**src/rtl/hazard_pkg.sv**
```systemverilog
// Shared types and constants for the register-scoreboard hazard controller.
// Optional performance counters are enabled with the HAZARD_PERF_EN macro.
package hazard_pkg;

   localparam int NREG          = 32;            // architectural registers, reg 0 is zero
   localparam int AW            = $clog2(NREG);  // register index width
   localparam int CNT_W         = 32;            // perf counter width
   localparam int MAX_STALL_DEF = 15;            // default watchdog threshold

   typedef enum logic [1:0] {
      RUN   = 2'd0,
      STALL = 2'd1,
      ERR   = 2'd2
   } state_t;

   // One-hot decode of a register index into an NREG-wide mask.
   function automatic logic [NREG-1:0] onehot(input logic [AW-1:0] idx);
      logic [NREG-1:0] one_s;
      one_s  = {{(NREG-1){1'b0}}, 1'b1};
      onehot = one_s << idx;
   endfunction

endpackage

```
**src/rtl/hazard_scoreboard_if.sv**
```systemverilog
// Pipeline <-> hazard scoreboard bus: ID/WB requests in, stall and status out.
// The perf counter signals exist only when HAZARD_PERF_EN is defined.
interface hazard_scoreboard_if;
   import hazard_pkg::*;

   logic            id_valid;
   logic [AW-1:0]   id_rs;
   logic [AW-1:0]   id_rt;
   logic            id_uses_rt;
   logic            id_reg_write;
   logic [AW-1:0]   id_rd;
   logic            wb_reg_write;
   logic [AW-1:0]   wb_rd;
   logic            stall;
   logic [NREG-1:0] busy_vec;
   logic            wdog_err;
`ifdef HAZARD_PERF_EN
   logic [CNT_W-1:0] stall_cycles;
   logic [CNT_W-1:0] hazard_events;

   modport master (
      output id_valid, id_rs, id_rt, id_uses_rt, id_reg_write, id_rd,
      output wb_reg_write, wb_rd,
      input  stall, busy_vec, wdog_err, stall_cycles, hazard_events
   );

   modport slave (
      input  id_valid, id_rs, id_rt, id_uses_rt, id_reg_write, id_rd,
      input  wb_reg_write, wb_rd,
      output stall, busy_vec, wdog_err, stall_cycles, hazard_events
   );
`else
   modport master (
      output id_valid, id_rs, id_rt, id_uses_rt, id_reg_write, id_rd,
      output wb_reg_write, wb_rd,
      input  stall, busy_vec, wdog_err
   );

   modport slave (
      input  id_valid, id_rs, id_rt, id_uses_rt, id_reg_write, id_rd,
      input  wb_reg_write, wb_rd,
      output stall, busy_vec, wdog_err
   );
`endif

endinterface

```
**src/rtl/hazard_scoreboard_bank.sv**
```systemverilog
// Pending-writer bit bank: one bit per register, set on issue, cleared on
// writeback, with a same-cycle writeback bypass on the three read ports.
module scoreboard_bank
   import hazard_pkg::*;
(
   input  logic            clk,
   input  logic            rst,
   input  logic            set_en,
   input  logic [AW-1:0]   set_idx,
   input  logic            clr_en,
   input  logic [AW-1:0]   clr_idx,
   input  logic [AW-1:0]   rs_idx,
   input  logic [AW-1:0]   rt_idx,
   input  logic [AW-1:0]   rd_idx,
   output logic [NREG-1:0] busy_vec,
   output logic            rs_busy,
   output logic            rt_busy,
   output logic            rd_busy
);

   logic [NREG-1:0] busy_r;
   logic [NREG-1:0] set_mask_s;
   logic [NREG-1:0] clr_mask_s;
   logic [NREG-1:0] eff_busy_s;
   logic [NREG-1:0] busy_nxt_s;

   // Decode masks, apply the writeback bypass and build the next bank value.
   always_comb begin
      set_mask_s = {NREG{1'b0}};
      clr_mask_s = {NREG{1'b0}};
      if (set_en) begin
         set_mask_s = onehot(set_idx);
      end else begin
         set_mask_s = {NREG{1'b0}};
      end
      if (clr_en) begin
         clr_mask_s = onehot(clr_idx);
      end else begin
         clr_mask_s = {NREG{1'b0}};
      end
      // Register file is write-before-read, so a writeback this cycle already
      // satisfies any reader of that register.
      eff_busy_s = busy_r & ~clr_mask_s;
      // Set is applied after clear: a new writer of the same rd stays pending.
      busy_nxt_s = eff_busy_s | set_mask_s;
      // Reg 0 is hard-wired zero and can never be pending.
      busy_nxt_s[0] = 1'b0;
   end

   // Read muxes for the two sources and the destination.
   always_comb begin
      rs_busy = eff_busy_s[rs_idx];
      rt_busy = eff_busy_s[rt_idx];
      rd_busy = eff_busy_s[rd_idx];
   end

   // Scoreboard bit register.
   always_ff @(posedge clk or posedge rst) begin
      if (rst) begin
         busy_r <= {NREG{1'b0}};
      end else begin
         busy_r <= busy_nxt_s;
      end
   end

   assign busy_vec = busy_r;

endmodule

```
**src/rtl/hazard_scoreboard.sv**
```systemverilog
// Register-scoreboard hazard controller driving the ID-stage stall.
// Detects RAW (rs/rt) and WAW (rd) hazards against pending writers and runs a
// stall watchdog that latches a sticky error on a hung pipeline.
// Define HAZARD_PERF_EN to add saturating stall_cycles / hazard_events counters.
module hazard_scoreboard
   import hazard_pkg::*;
#(
   parameter int MAX_STALL = MAX_STALL_DEF
)(
   input  logic                clk,
   input  logic                rst,
   hazard_scoreboard_if.slave  bus
);

   localparam int SCNT_W = $clog2(MAX_STALL + 1);

   state_t            state_r;
   state_t            state_nxt_s;
   logic [SCNT_W-1:0] scnt_r;
   logic [SCNT_W-1:0] scnt_nxt_s;
   logic              wdog_r;
   logic              wdog_nxt_s;
   logic              episode_s;
   logic              hazard_s;
   logic              stall_s;
   logic              issue_s;
   logic              rs_busy_s;
   logic              rt_busy_s;
   logic              rd_busy_s;

   scoreboard_bank u_bank (
      .clk      (clk),
      .rst      (rst),
      .set_en   (issue_s),
      .set_idx  (bus.id_rd),
      .clr_en   (bus.wb_reg_write),
      .clr_idx  (bus.wb_rd),
      .rs_idx   (bus.id_rs),
      .rt_idx   (bus.id_rt),
      .rd_idx   (bus.id_rd),
      .busy_vec (bus.busy_vec),
      .rs_busy  (rs_busy_s),
      .rt_busy  (rt_busy_s),
      .rd_busy  (rd_busy_s)
   );

   // Hazard detection, stall and issue qualification (same-cycle, no latency).
   always_comb begin
      hazard_s = bus.id_valid &
                 (rs_busy_s |
                  (bus.id_uses_rt & rt_busy_s) |
                  (bus.id_reg_write & rd_busy_s));
      stall_s  = hazard_s | (state_r == ERR);
      issue_s  = bus.id_valid & ~stall_s & bus.id_reg_write &
                 (bus.id_rd != {AW{1'b0}});
   end

   // Watchdog FSM next-state: counts consecutive stalled cycles.
   always_comb begin
      state_nxt_s = state_r;
      scnt_nxt_s  = scnt_r;
      wdog_nxt_s  = wdog_r;
      episode_s   = 1'b0;
      case (state_r)
         RUN: begin
            if (hazard_s) begin
               state_nxt_s = STALL;
               scnt_nxt_s  = SCNT_W'(1);
               episode_s   = 1'b1;
            end else begin
               state_nxt_s = RUN;
               scnt_nxt_s  = {SCNT_W{1'b0}};
            end
         end
         STALL: begin
            if (!hazard_s) begin
               state_nxt_s = RUN;
               scnt_nxt_s  = {SCNT_W{1'b0}};
            end else if (scnt_r == SCNT_W'(MAX_STALL - 1)) begin
               state_nxt_s = ERR;
               wdog_nxt_s  = 1'b1;
            end else begin
               scnt_nxt_s  = scnt_r + SCNT_W'(1);
            end
         end
         ERR: begin
            // Only reset leaves the error state.
            state_nxt_s = ERR;
            wdog_nxt_s  = 1'b1;
         end
         default: begin
            // An illegal encoding is treated as a hung pipeline.
            state_nxt_s = ERR;
            wdog_nxt_s  = 1'b1;
         end
      endcase
   end

   // Watchdog FSM state, stall counter and sticky error register.
   always_ff @(posedge clk or posedge rst) begin
      if (rst) begin
         state_r <= RUN;
         scnt_r  <= {SCNT_W{1'b0}};
         wdog_r  <= 1'b0;
      end else begin
         state_r <= state_nxt_s;
         scnt_r  <= scnt_nxt_s;
         wdog_r  <= wdog_nxt_s;
      end
   end

   assign bus.stall    = stall_s;
   assign bus.wdog_err = wdog_r;

`ifdef HAZARD_PERF_EN
   logic [CNT_W-1:0] stall_cycles_r;
   logic [CNT_W-1:0] hazard_events_r;

   // Saturating perf counters: stalled cycles and stall episodes.
   always_ff @(posedge clk or posedge rst) begin
      if (rst) begin
         stall_cycles_r  <= {CNT_W{1'b0}};
         hazard_events_r <= {CNT_W{1'b0}};
      end else begin
         if (stall_s && (stall_cycles_r != {CNT_W{1'b1}})) begin
            stall_cycles_r <= stall_cycles_r + CNT_W'(1);
         end
         if (episode_s && (hazard_events_r != {CNT_W{1'b1}})) begin
            hazard_events_r <= hazard_events_r + CNT_W'(1);
         end
      end
   end

   assign bus.stall_cycles  = stall_cycles_r;
   assign bus.hazard_events = hazard_events_r;
`endif

endmodule

```
**src/flat_wrapper.sv**
```systemverilog
// flat-port wrapper written by rule: the top's interface ports become plain ports
module hazard_scoreboard_flat import hazard_pkg::*;
#(
   parameter int MAX_STALL = MAX_STALL_DEF
)
  (clk, rst, bus_id_valid, bus_id_rs, bus_id_rt, bus_id_uses_rt, bus_id_reg_write, bus_id_rd, bus_wb_reg_write, bus_wb_rd, bus_stall, bus_busy_vec, bus_wdog_err);
  hazard_scoreboard_if bus_i ();
  input  logic clk;
  input  logic rst;
  input wire logic [$bits(bus_i.id_valid)-1:0] bus_id_valid;
  input wire logic [$bits(bus_i.id_rs)-1:0] bus_id_rs;
  input wire logic [$bits(bus_i.id_rt)-1:0] bus_id_rt;
  input wire logic [$bits(bus_i.id_uses_rt)-1:0] bus_id_uses_rt;
  input wire logic [$bits(bus_i.id_reg_write)-1:0] bus_id_reg_write;
  input wire logic [$bits(bus_i.id_rd)-1:0] bus_id_rd;
  input wire logic [$bits(bus_i.wb_reg_write)-1:0] bus_wb_reg_write;
  input wire logic [$bits(bus_i.wb_rd)-1:0] bus_wb_rd;
  output wire logic [$bits(bus_i.stall)-1:0] bus_stall;
  output wire logic [$bits(bus_i.busy_vec)-1:0] bus_busy_vec;
  output wire logic [$bits(bus_i.wdog_err)-1:0] bus_wdog_err;
  assign bus_i.id_valid = bus_id_valid;
  assign bus_i.id_rs = bus_id_rs;
  assign bus_i.id_rt = bus_id_rt;
  assign bus_i.id_uses_rt = bus_id_uses_rt;
  assign bus_i.id_reg_write = bus_id_reg_write;
  assign bus_i.id_rd = bus_id_rd;
  assign bus_i.wb_reg_write = bus_wb_reg_write;
  assign bus_i.wb_rd = bus_wb_rd;
  assign bus_stall = bus_i.stall;
  assign bus_busy_vec = bus_i.busy_vec;
  assign bus_wdog_err = bus_i.wdog_err;
  hazard_scoreboard #(.MAX_STALL(MAX_STALL)) u_core (.clk(clk), .rst(rst), .bus(bus_i));
endmodule
```
**config.mk**
```make
export PLATFORM = sky130hd
export DESIGN_NAME = hazard_scoreboard_flat
export DESIGN_NICKNAME = d
export VERILOG_FILES = /design/src/rtl/hazard_pkg.sv /design/src/rtl/hazard_scoreboard_if.sv /design/src/rtl/hazard_scoreboard_bank.sv /design/src/rtl/hazard_scoreboard.sv /design/src/flat_wrapper.sv
export SDC_FILE = /design/constraint.sdc
export NUM_CORES = 1
export LEC_CHECK = 0
export BUFFER_PORTS_ARGS = -buffer_cell sky130_fd_sc_hd__buf_2
export CORE_AREA = 4 4 82 84
export DETAILED_ROUTE_END_ITERATION = 8
export DIE_AREA = 0 0 86 88
export MAX_ROUTING_LAYER = met4
export PLACE_DENSITY = 0.8
export SLEW_MARGIN = 20
export SYNTH_ARGS = -nofsm -noshare
export SYNTH_HDL_FRONTEND = slang
export SYNTH_SLANG_ARGS = --single-unit
```
**constraint.sdc**
```tcl
create_clock -name clk -period 2.84 [get_ports clk]
set_input_delay 0.142 -clock clk [delete_from_list [all_inputs] [get_ports clk]]
set_output_delay 0.142 -clock clk [all_outputs]
set_load 0.02 [all_outputs]
```
==> summary.txt <==
run status -> complete, no violations
EDFF count, synth -> 0
H-Tree Level Count -> 2
type of the most critical hold path -> in2reg
Synth Flop Type -> sky130_fd_sc_hd__dfrtp_1
number of iterations in the first detailed-routing pass -> 5
IO Count -> 60
cell area after synthesis -> 3353 µm²
highest net fanout along the worst path -> 5
final count of negative-setup-slack endpoints -> 0
number of nets in the finished design -> 442
setup repair after global routing missed its margin -> false
total track usage -> 31.21%
Achievable Freq -> 0.3805 GHz
Std-Cell Core Area -> 5921 µm²
TritonCTS clock tree -> yes
final-layout setup total negative slack -> 0 ps
area added between synthesis and finish -> 14.22%
Seq cells post-synth -> 38
endpoint class of the critical path -> primary output
Worst VDD drop -> 0.4157 mV
hold violation total from the final report -> 0
adder and majority gate portion of the synthesized area -> 0.7463%
CTS root buf -> sky130_fd_sc_hd__clkbuf_8
count of antenna diodes in the layout -> 0
clock-pin transition on the worst setup and hold timing paths -> 70 ps
number of clock buffers inserted by TritonCTS -> 5
largest net degree at the start of global routing -> 39
worst setup path class -> reg2out
fraction of synthesis flops using an asynchronous set or reset pin -> 100.0%
leak pwr -> 1.675 nW
final period utilization -> 92.54%
worst-margin pin slew -> 674.3 ps
fill cell count -> 498
initial standard-cell utilization of the core -> 56.64%
worst setup slack after layout -> 211.9 ps
setup slack after placement -> 88.06 ps
flip-flop and latch area -> 950.9 µm²
cell row count -> 28
Post-Synth XOR/XNOR Area -> 2.276%
post-synthesis share of cell area spent on and, or, nand and nor gates -> 17.54%
power density over cell area -> 509.0 nW/µm²
number of DRC markers in iteration 0 -> 519
die span in y -> 88 µm
via count of the first global-routing pass -> 3378
Routed WL -> 11050 µm
area fraction of the dominant cell type after synthesis -> 28.36%
Data arrival, critical path -> 2490 ps
DRC -> 0
number of port buffers -> 58
total die area -> 7568 µm²
synthesized-area fraction occupied by ao, oa, aoi and oai cells -> 28.36%
average cell area after synthesis -> 9.238 µm²
area of combinational cells with multiple inputs -> 2182 µm²
total grt overflow -> 0
distinct cell type count of the synthesized netlist -> 67
count of antenna-violating nets left after detailed routing -> 0
Max Cap Violations -> 0
nets in the synthesized netlist -> 391
antenna violations before repair -> 0
clk buf depth -> 2
number of max-slew violations in the final report -> 0
total of warnings raised by yosys -> 0
combinational family with the most area after synthesis -> compound AO/OA/AOI/OAI gates
vias after detailed routing -> 3561
per-cell routed wire length -> 22.56 µm
latest clock arrival within the worst-skew pair -> 300 ps
cell types occupying the most area after synthesis -> sky130_fd_sc_hd__dfrtp_1 28%, sky130_fd_sc_hd__mux2i_1 7.5%, sky130_fd_sc_hd__o31ai_1 7.2%
clock sink count -> 38
wire length of the first global-routing pass -> 17840 µm
share of synthesized area occupied by flip-flops and latches -> 28.36%
Final Wtd Congestion -> 0.9816
Max Clock Skew -> 4.378 ps
final worst path period need -> 2628 ps
multiplexer fraction of the synthesized cell area -> 15.86%
category of the worst setup path launch point -> flip-flop
Horiz. Die Dim -> 86 µm
cell type with the highest aggregate area in the netlist -> sky130_fd_sc_hd__dfrtp_1
detailed-route vias per instance -> 7.267
synthesized instance count -> 363
required time at the endpoint of the critical path -> 2700 ps
post-DP HPWL -> 8070 µm
Slew HR -> 55.04%
ratio of cells with drive above 1 in the final layout -> 24.82%
==> synthesized netlist by cell type, drive strengths merged (5+ instances only) <==
cell and number:
mux2 11, nand3 10, o311ai 13, nand2 19, a31oi 9, buf 20
a21oi 6, or2 5, mux4 7, clkbuf 16, nand2b 6, dfrtp 38
nor2 8, o21ai 39, mux2i 25, o31ai 32, nand4 6, nor3 7
nand4b 5, inv 11
==> state kept, by name, summed over array words and instances (netlist names) <==
register / cells
u_core.bus.wdog_err: 1
u_core.scnt_r: 4
u_core.state_r: 2
u_core.u_bank.busy_vec: 31
==> critical path, cell delays in order, from the launching register on <==
cell,delay [ps]
sky130_fd_sc_hd__dfrtp_1,470
sky130_fd_sc_hd__mux4_2,510
sky130_fd_sc_hd__o311a_1,150
sky130_fd_sc_hd__a211oi_1,250
sky130_fd_sc_hd__a311o_1,220
sky130_fd_sc_hd__nand3_1,130
sky130_fd_sc_hd__o21ai_1,190
sky130_fd_sc_hd__o21ai_1,90
sky130_fd_sc_hd__buf_2,160
==> power by group <==
part | switching [mW] | internal, mW
Sequential | 0.139 | 0.629
Clock | 0.189 | 0.196
Combinational | 0.481 | 0.316
Total | 0.810 | 1.14
==> cell families after synthesis <==
kind of cell,Yosys count
AOI/OAI and AO/OA,131
buffers and inverters,47
muxes,43
adders and majority gates,2
DFF,38
other,1
and+or+nand+nor,94
xor gates and xnor gates,7
==> placed cells by master (no fill, tap or decap), types with 7 or more instances in the layout <==
master and instances:
sky130_fd_sc_hd__nand3_1 10, sky130_fd_sc_hd__mux4_2 7, sky130_fd_sc_hd__mux2_1 10, sky130_fd_sc_hd__inv_1 11, sky130_fd_sc_hd__dfrtp_1 38, sky130_fd_sc_hd__nor2_1 8
sky130_fd_sc_hd__nor3_1 7, sky130_fd_sc_hd__nand2_1 19, sky130_fd_sc_hd__o31ai_1 32, sky130_fd_sc_hd__a31oi_1 9, sky130_fd_sc_hd__o311ai_0 9, sky130_fd_sc_hd__mux2i_1 25
sky130_fd_sc_hd__buf_4 20, sky130_fd_sc_hd__buf_2 58, sky130_fd_sc_hd__o21ai_0 33
==> through the flow <==
stage | power (mW) | cell area (µm²) | cells | util, % | hold slack, ps
after floorplan | 1.271 | 3353 | 363 | - | 284.0
after global placement | 1.527 | 3722 | 481 | 62.87 | 271.4
after detailed placement | 1.549 | 3722 | 481 | 62.87 | 281.8
after CTS | 1.936 | 3824 | 490 | 64.58 | 173.5
after global routing | 2.058 | 3830 | 490 | 64.69 | 207.7
final | 1.949 | 3830 | 490 | 64.69 | 186.7
==> path summary, 6_finish.rpt <==
path | start | end | slack [ps] | cells after the start
worst max-delay path | u_core.u_bank.busy_vec[13]$_DFF_PP0_ | bus_stall | 210 | 8
min in group asynchronous | rst | u_core.u_bank.busy_vec[23]$_DFF_PP0_ | 490 | 4
max in group asynchronous | rst | u_core.u_bank.busy_vec[6]$_DFF_PP0_ | 2000 | 4
worst max register to register | u_core.u_bank.busy_vec[13]$_DFF_PP0_ | u_core.u_bank.busy_vec[21]$_DFF_PP0_ | 230 | 8
worst min register to register | u_core.bus.wdog_err$_DFFE_PP0P_ | u_core.bus.wdog_err$_DFFE_PP0P_ | 540 | 1
worst min-delay path | bus_id_valid | u_core.scnt_r[1]$_DFFE_PP0P_ | 190 | 3
==> layout make-up <==
cell class	count	share of cell area [%]
multi-input cells	278	56.97
well taps	75	2.450
clock buffers	7	2.254
repair buffers	80	12.28
inverters	11	1.078
flip-flops and latches	38	24.83
clock inverters	1	0.1307
==> metal layers <==
layer | track usage [%] | vias to the layer above | share of wire (%)
li1 | - | 1546 | -
met1 | 40.75 | 1697 | 39
met2 | 46.32 | 274 | 46
met3 | 8.278 | 44 | 12
met4 | 11.94 | 0 | 3.0
met5 | - | - | 0
==> what timing repair did <==
item,in CTS,in global routing
buffers inserted,0,0
resized for setup,0,1
hold buffers,1,0
hold endpoints to repair,38,0
setup endpoints to repair,0,1
(Power assumes the default switching activity.)
